$ cat src/rtl/fetch_ctrl_pkg.sv
// fetch_ctrl_pkg: shared PC-source, fetch FSM types and fetch constants
package fetch_ctrl_pkg;
  typedef enum logic [1:0] {PC_INC = 2'b00, PC_BR = 2'b01, PC_JAL = 2'b10} pc_source_t;
  typedef enum logic [1:0] {FS_IDLE, FS_WAIT, FS_DROP} fetch_state_t;
  localparam logic [31:0] INSTR_BYTES = 32'd4;
  localparam logic [31:0] NOP_DEFAULT = 32'h0000_0013;
endpackage

$ cat src/rtl/fetch_skid.sv
// fetch_skid: one-entry {pc, instr} buffer with push, pop, flush and full flag
module fetch_skid (
  input  logic        clk,
  input  logic        rst,
  input  logic        push,
  input  logic        pop,
  input  logic        flush,
  input  logic [31:0] push_pc,
  input  logic [31:0] push_instr,
  output logic        full,
  output logic [31:0] pc,
  output logic [31:0] instr
);
  always_ff @(posedge clk)
    if (rst || flush) full <= 1'b0;
    else if (push) begin
      full  <= 1'b1;
      pc    <= push_pc;
      instr <= push_instr;
    end else if (pop) full <= 1'b0;
endmodule

$ cat src/rtl/fetch_ctrl.sv
// fetch_ctrl: instruction-fetch sequencer with imem req/ack, redirect squash and skid-buffered decode output
module fetch_ctrl
  import fetch_ctrl_pkg::*;
#(
  parameter logic [31:0] RESET_PC  = 32'h0000_0000,
  parameter logic [31:0] NOP_INSTR = NOP_DEFAULT
) (
  input  logic        clk,
  input  logic        rst,
  input  logic [1:0]  pc_src_i,
  input  logic [31:0] br_target_i,
  input  logic [31:0] jal_target_i,
  input  logic        stall_i,
  output logic        imem_req_o,
  output logic [31:0] imem_addr_o,
  input  logic        imem_ack_i,
  input  logic [31:0] imem_rdata_i,
  output logic        if_valid_o,
  output logic [31:0] if_pc_o,
  output logic [31:0] if_instr_o
);
  fetch_state_t state;
  logic [31:0] fetch_pc, target, pc_next, skid_pc, skid_instr;
  logic redirect, fire, take, consume, busy, push, pop, skid_full, skid_nx, issue;
  always_comb begin
    redirect = pc_src_i == PC_BR || pc_src_i == PC_JAL;
    target   = (pc_src_i == PC_BR ? br_target_i : jal_target_i) & ~32'h3;
    fire     = imem_req_o && imem_ack_i;
    take     = fire && state == FS_WAIT && !redirect;
    consume  = if_valid_o && !stall_i;
    busy     = state != FS_IDLE && !fire;
    push     = take && if_valid_o && !consume;
    pop      = consume && skid_full && !redirect;
    skid_nx  = !redirect && (push || (skid_full && !pop));
    issue    = !busy && !skid_nx;
    pc_next  = redirect ? target : (fire && state == FS_WAIT) ? fetch_pc + INSTR_BYTES : fetch_pc;
  end
  fetch_skid u_skid (
    .clk       (clk),
    .rst       (rst),
    .push      (push),
    .pop       (pop),
    .flush     (redirect),
    .push_pc   (imem_addr_o),
    .push_instr(imem_rdata_i),
    .full      (skid_full),
    .pc        (skid_pc),
    .instr     (skid_instr)
  );
  always_ff @(posedge clk)
    if (rst) begin
      state       <= FS_IDLE;
      fetch_pc    <= RESET_PC;
      imem_req_o  <= 1'b0;
      imem_addr_o <= RESET_PC;
      if_valid_o  <= 1'b0;
      if_pc_o     <= '0;
      if_instr_o  <= NOP_INSTR;
    end else begin
      fetch_pc <= pc_next;
      if (issue) begin
        state       <= FS_WAIT;
        imem_req_o  <= 1'b1;
        imem_addr_o <= pc_next;
      end else if (busy) state <= redirect ? FS_DROP : state;
      else begin
        state      <= FS_IDLE;
        imem_req_o <= 1'b0;
      end
      if (redirect) begin
        if_valid_o <= 1'b0;
        if_instr_o <= NOP_INSTR;
      end else if (!if_valid_o || consume) begin
        if (skid_full) {if_valid_o, if_pc_o, if_instr_o} <= {1'b1, skid_pc, skid_instr};
        else if (take) {if_valid_o, if_pc_o, if_instr_o} <= {1'b1, imem_addr_o, imem_rdata_i};
        else begin
          if_valid_o <= 1'b0;
          if_instr_o <= NOP_INSTR;
        end
      end
    end
endmodule

$ cat config.mk
export PLATFORM = sky130hd
export DESIGN_NAME = fetch_ctrl
export DESIGN_NICKNAME = d
export VERILOG_FILES = /design/src/rtl/fetch_ctrl_pkg.sv /design/src/rtl/fetch_skid.sv /design/src/rtl/fetch_ctrl.sv
export SDC_FILE = /design/constraint.sdc
export NUM_CORES = 1
export LEC_CHECK = 0
export ABC_AREA = 1
export BUFFER_PORTS_ARGS = -buffer_cell sky130_fd_sc_hd__clkbuf_2
export CAP_MARGIN = 20
export CORE_MARGIN = 3
export CORE_UTILIZATION = 45
export CTS_CLUSTER_DIAMETER = 80
export CTS_CLUSTER_SIZE = 12
export DETAILED_ROUTE_END_ITERATION = 10
export PLACE_DENSITY = 0.69
export SETUP_SLACK_MARGIN = 0.02
export SYNTH_ARGS = -nofsm -noshare
export SYNTH_HDL_FRONTEND = slang
export SYNTH_SLANG_ARGS = --single-unit
$ cat constraint.sdc
create_clock -name clk -period 7.4 [get_ports clk]
set_clock_uncertainty 0.15 [all_clocks]
set_input_delay 1.48 -clock clk [delete_from_list [all_inputs] [get_ports clk]]
set_output_delay 1.48 -clock clk [all_outputs]
set_load 0.05 [all_outputs]
==> impl_metrics.yaml <==
grt:
  grt_overflow: 0
  grtUsageTotal: 0.213
  grt_max_degree: 67
  first_global_vias: 6680
  grt_pass1_wl_mm: 34.4
  grt_antenna_before_repair: 0
sta:
  fin_tns_setup_ns: 0
  period_share: 0.575
  period_needed_ns: 4.25
  relSlewSlack: 0.315
  fmax_mhz: 235
  tightest_slew_ns: 1.03
  rsz0062_at_grt: "false"
  final-max-slew-violation-count: 0
  setup_viol: 0
  hold_viol_final: 0
synth:
  syn-num-nets: 1104
  ys_types: 35
  synthCells: 1000
  synth-edff-count: 64
  synth_warnings: 0
  yosysTopAreaCell: "dfxtp_1"
  avgSynthCellArea_sq_um: 8.30
  synth-main-ff-cell: "dfxtp_1"
  netlist_top_cells_count: "nand2_1, dfxtp_1, o21ai_0, nor2_1, nand3_1"
  synthTopCellsByArea: "dfxtp_1, edfxtp_1, nand2_1"
  synth-seq-cells: 197
  seq_area_frac_synth: 0.552
  synthDominantCellAreaShare: 0.321
  async_flop_share: 0
  synthesis.area_sq_um: 8300
  synth.most_common_cell: "nand2_1"
critical_path:
  cp_cell_sequence: "clkbuf_2 -> inv_1 -> ha_1 -> buf_4 -> inv_1 -> nor2_2 -> buf_4 -> inv_1 -> o21ai_4 -> nand2_1 -> o21ai_1"
  crit_arrival_ns: 4.47
  crit_required_ns: 7.61
  cp-start-kind: "input port"
  crit_family: "buffers and inverters"
  r2r_setup_slack_ns: 4.28
  crit_path_max_fanout: 48
  crit_path_frequent_cell: "inv_1"
  worst_setup_path_end_kind: "register"
  path_buf_inv: 6
  crit_type: "in -> reg"
  cpPeakStageDelay_ns: 0.64
  critPathSlowestCell: "o21ai_4"
finish:
  fillers: 1696
  diodes: 0
  synthToLayoutAreaGrowth_pct: 19.9
  design_area_sq_um: 9950
  layout-drive-gt1-share: 0.223
  final_nets: 1268
route:
  top_layer: "met4"
  vias: 7300
  met3_length_mm: 1.22
  dr_wl_met2_mm: 9.25
  drc: 0
  wl_met1_mm: 10.2
  final_antenna_net_count: 0
  finalWirelength_mm: 21.2
  drtIter0Drc: 561
  firstDrtPassIters: 5
  wire_per_inst_um: 15.1
  drt-vias-per-instance: 5.19
cts:
  clk_pin_slew_ns: 0.07
  h-tree-depth: 4
  cts_hold_buf: 0
  cts_buffers: 17
  cts.repair.resized: 0
  cts_buffer_depth: 2
  cts_tree: "yes"
  clock_latency_ns: 0.43
  clock-root-buffer: "clkbuf_16"
  clock_sinks: 197
  cts_setup_buffers: 0
floorplanning:
  die-area_sq_um: 20100
  die_w_um: 142
  rows: 49
  die_h_um: 142
  core_sq_um: 18000
  pin_count: 200
  initial_core_util: 0.461
worst_hold_path:
  hold_path_class: "reg -> reg"
flow_run:
  cap_violations: 0
placed_design:
  place_hpwl_mm: 14.8
  place.gp.congestion: 0.898
  port_buffers: 195
  placed_area_sq_um: 9410
pwr:
  power_density_nw_per_um2: 245
  ir_drop_uv: 155
  p_leak_uw: 0.00400
outcome:
  outcome: "finished clean"
[where the power goes]
group / internal (uW) / total [uW] / switching (uW) / leakage (uW)
Combinational: 95.5 / 362 / 267 / 0.00209
Sequential: 1170 / 1220 / 51.8 / 0.00167
Clock: 464 / 860 / 396 / 0.000250
[cells by family (layout without fill, tap and decap cells)]
logic type,Yosys count,count (layout),synth area share
and+or+nand+nor,485,485,0.251
AOI/OAI and AO/OA,209,209,0.139
DFF,197,197,0.552
buffers and inverters,105,282,0.0529
adders and majority gates,2,2,0.00301
xor gates and xnor gates,2,2,0.00211
[path summary, 6_finish.rpt]
check / start / cells after the start / end
setup / recovery: pc_src_i[1] / 11 / imem_addr_o[2]
hold / removal: fetch_pc[0] / 2 / fetch_pc[0]
setup reg to reg: imem_req_o / 7 / u_skid.pc[7]
hold reg to reg: fetch_pc[0] / 2 / fetch_pc[0]
[worst min-delay path: cells and delay by family (launching register included)]
family        cells  cell delay [ns]
simple gates      2             0.09
flops             1             0.30
[layout make-up]
cell class                      instances  area [sq um]  share of cell area
Tap cell                              229           287              0.0288
Clock inverter                         11           104              0.0104
Inverter                               47           179              0.0180
Sequential cell                       197          4590               0.461
Multi-Input combinational cell        698          3290               0.331
Timing Repair Buffer                  203          1070               0.107
Clock buffer                           21           440              0.0442
[sequential cells by signal (all words and copies together) (netlist names)]
| name | cells |
|---|---|
| fetch_pc | 32 |
| if_instr_o | 32 |
| imem_addr_o | 32 |
| u_skid.full | 1 |
| u_skid.instr | 32 |
| if_pc_o | 32 |
| state | 2 |
| imem_req_o | 1 |
| if_valid_o | 1 |
| u_skid.pc | 32 |
[stage by stage]
| step | std cells | setup slack [ns] | power [uW] | utilization | hold WS, ns |
|---|---|---|---|---|---|
| 3_3_place_gp | 1372 | 2.66 | 1600 | 0.519 | 0.275 |
| 6_report | 1406 | 3.15 | 2440 | 0.552 | 0.286 |
| 5_1_grt | 1406 | 2.79 | 2550 | 0.552 | 0.324 |
| 4_1_cts | 1406 | 3.11 | 2470 | 0.552 | 0.289 |
| 3_5_place_dp | 1374 | 2.65 | 1610 | 0.522 | 0.277 |
| 2_1_floorplan | 1000 | 2.03 | 1490 | - | 0.265 |
[cells in the final DEF (no fill, tap or decap), drive strengths merged, types with 2 or more instances in the layout]
cell / instances
nand2: 279
clkbuf: 216
dfxtp: 133
o21ai: 115
nor2: 105
nand3: 78
edfxtp: 64
a31oi: 61
inv: 48
a21oi: 25
nand4: 8
buf: 8
nor3: 6
and2: 5
clkinvlp: 5
nand3b: 4
clkinv: 4
o211ai: 3
o21bai: 2
xor2: 2
ha: 2
[layer usage]
metal / track usage / vias to the layer above
li1: - / 3714
met1: 0.308 / 3318
met2: 0.321 / 231
met3: 0.0371 / 37
met4: 0.0788 / 0
met5: 0 / -
Power figures use the tool's default switching activity.
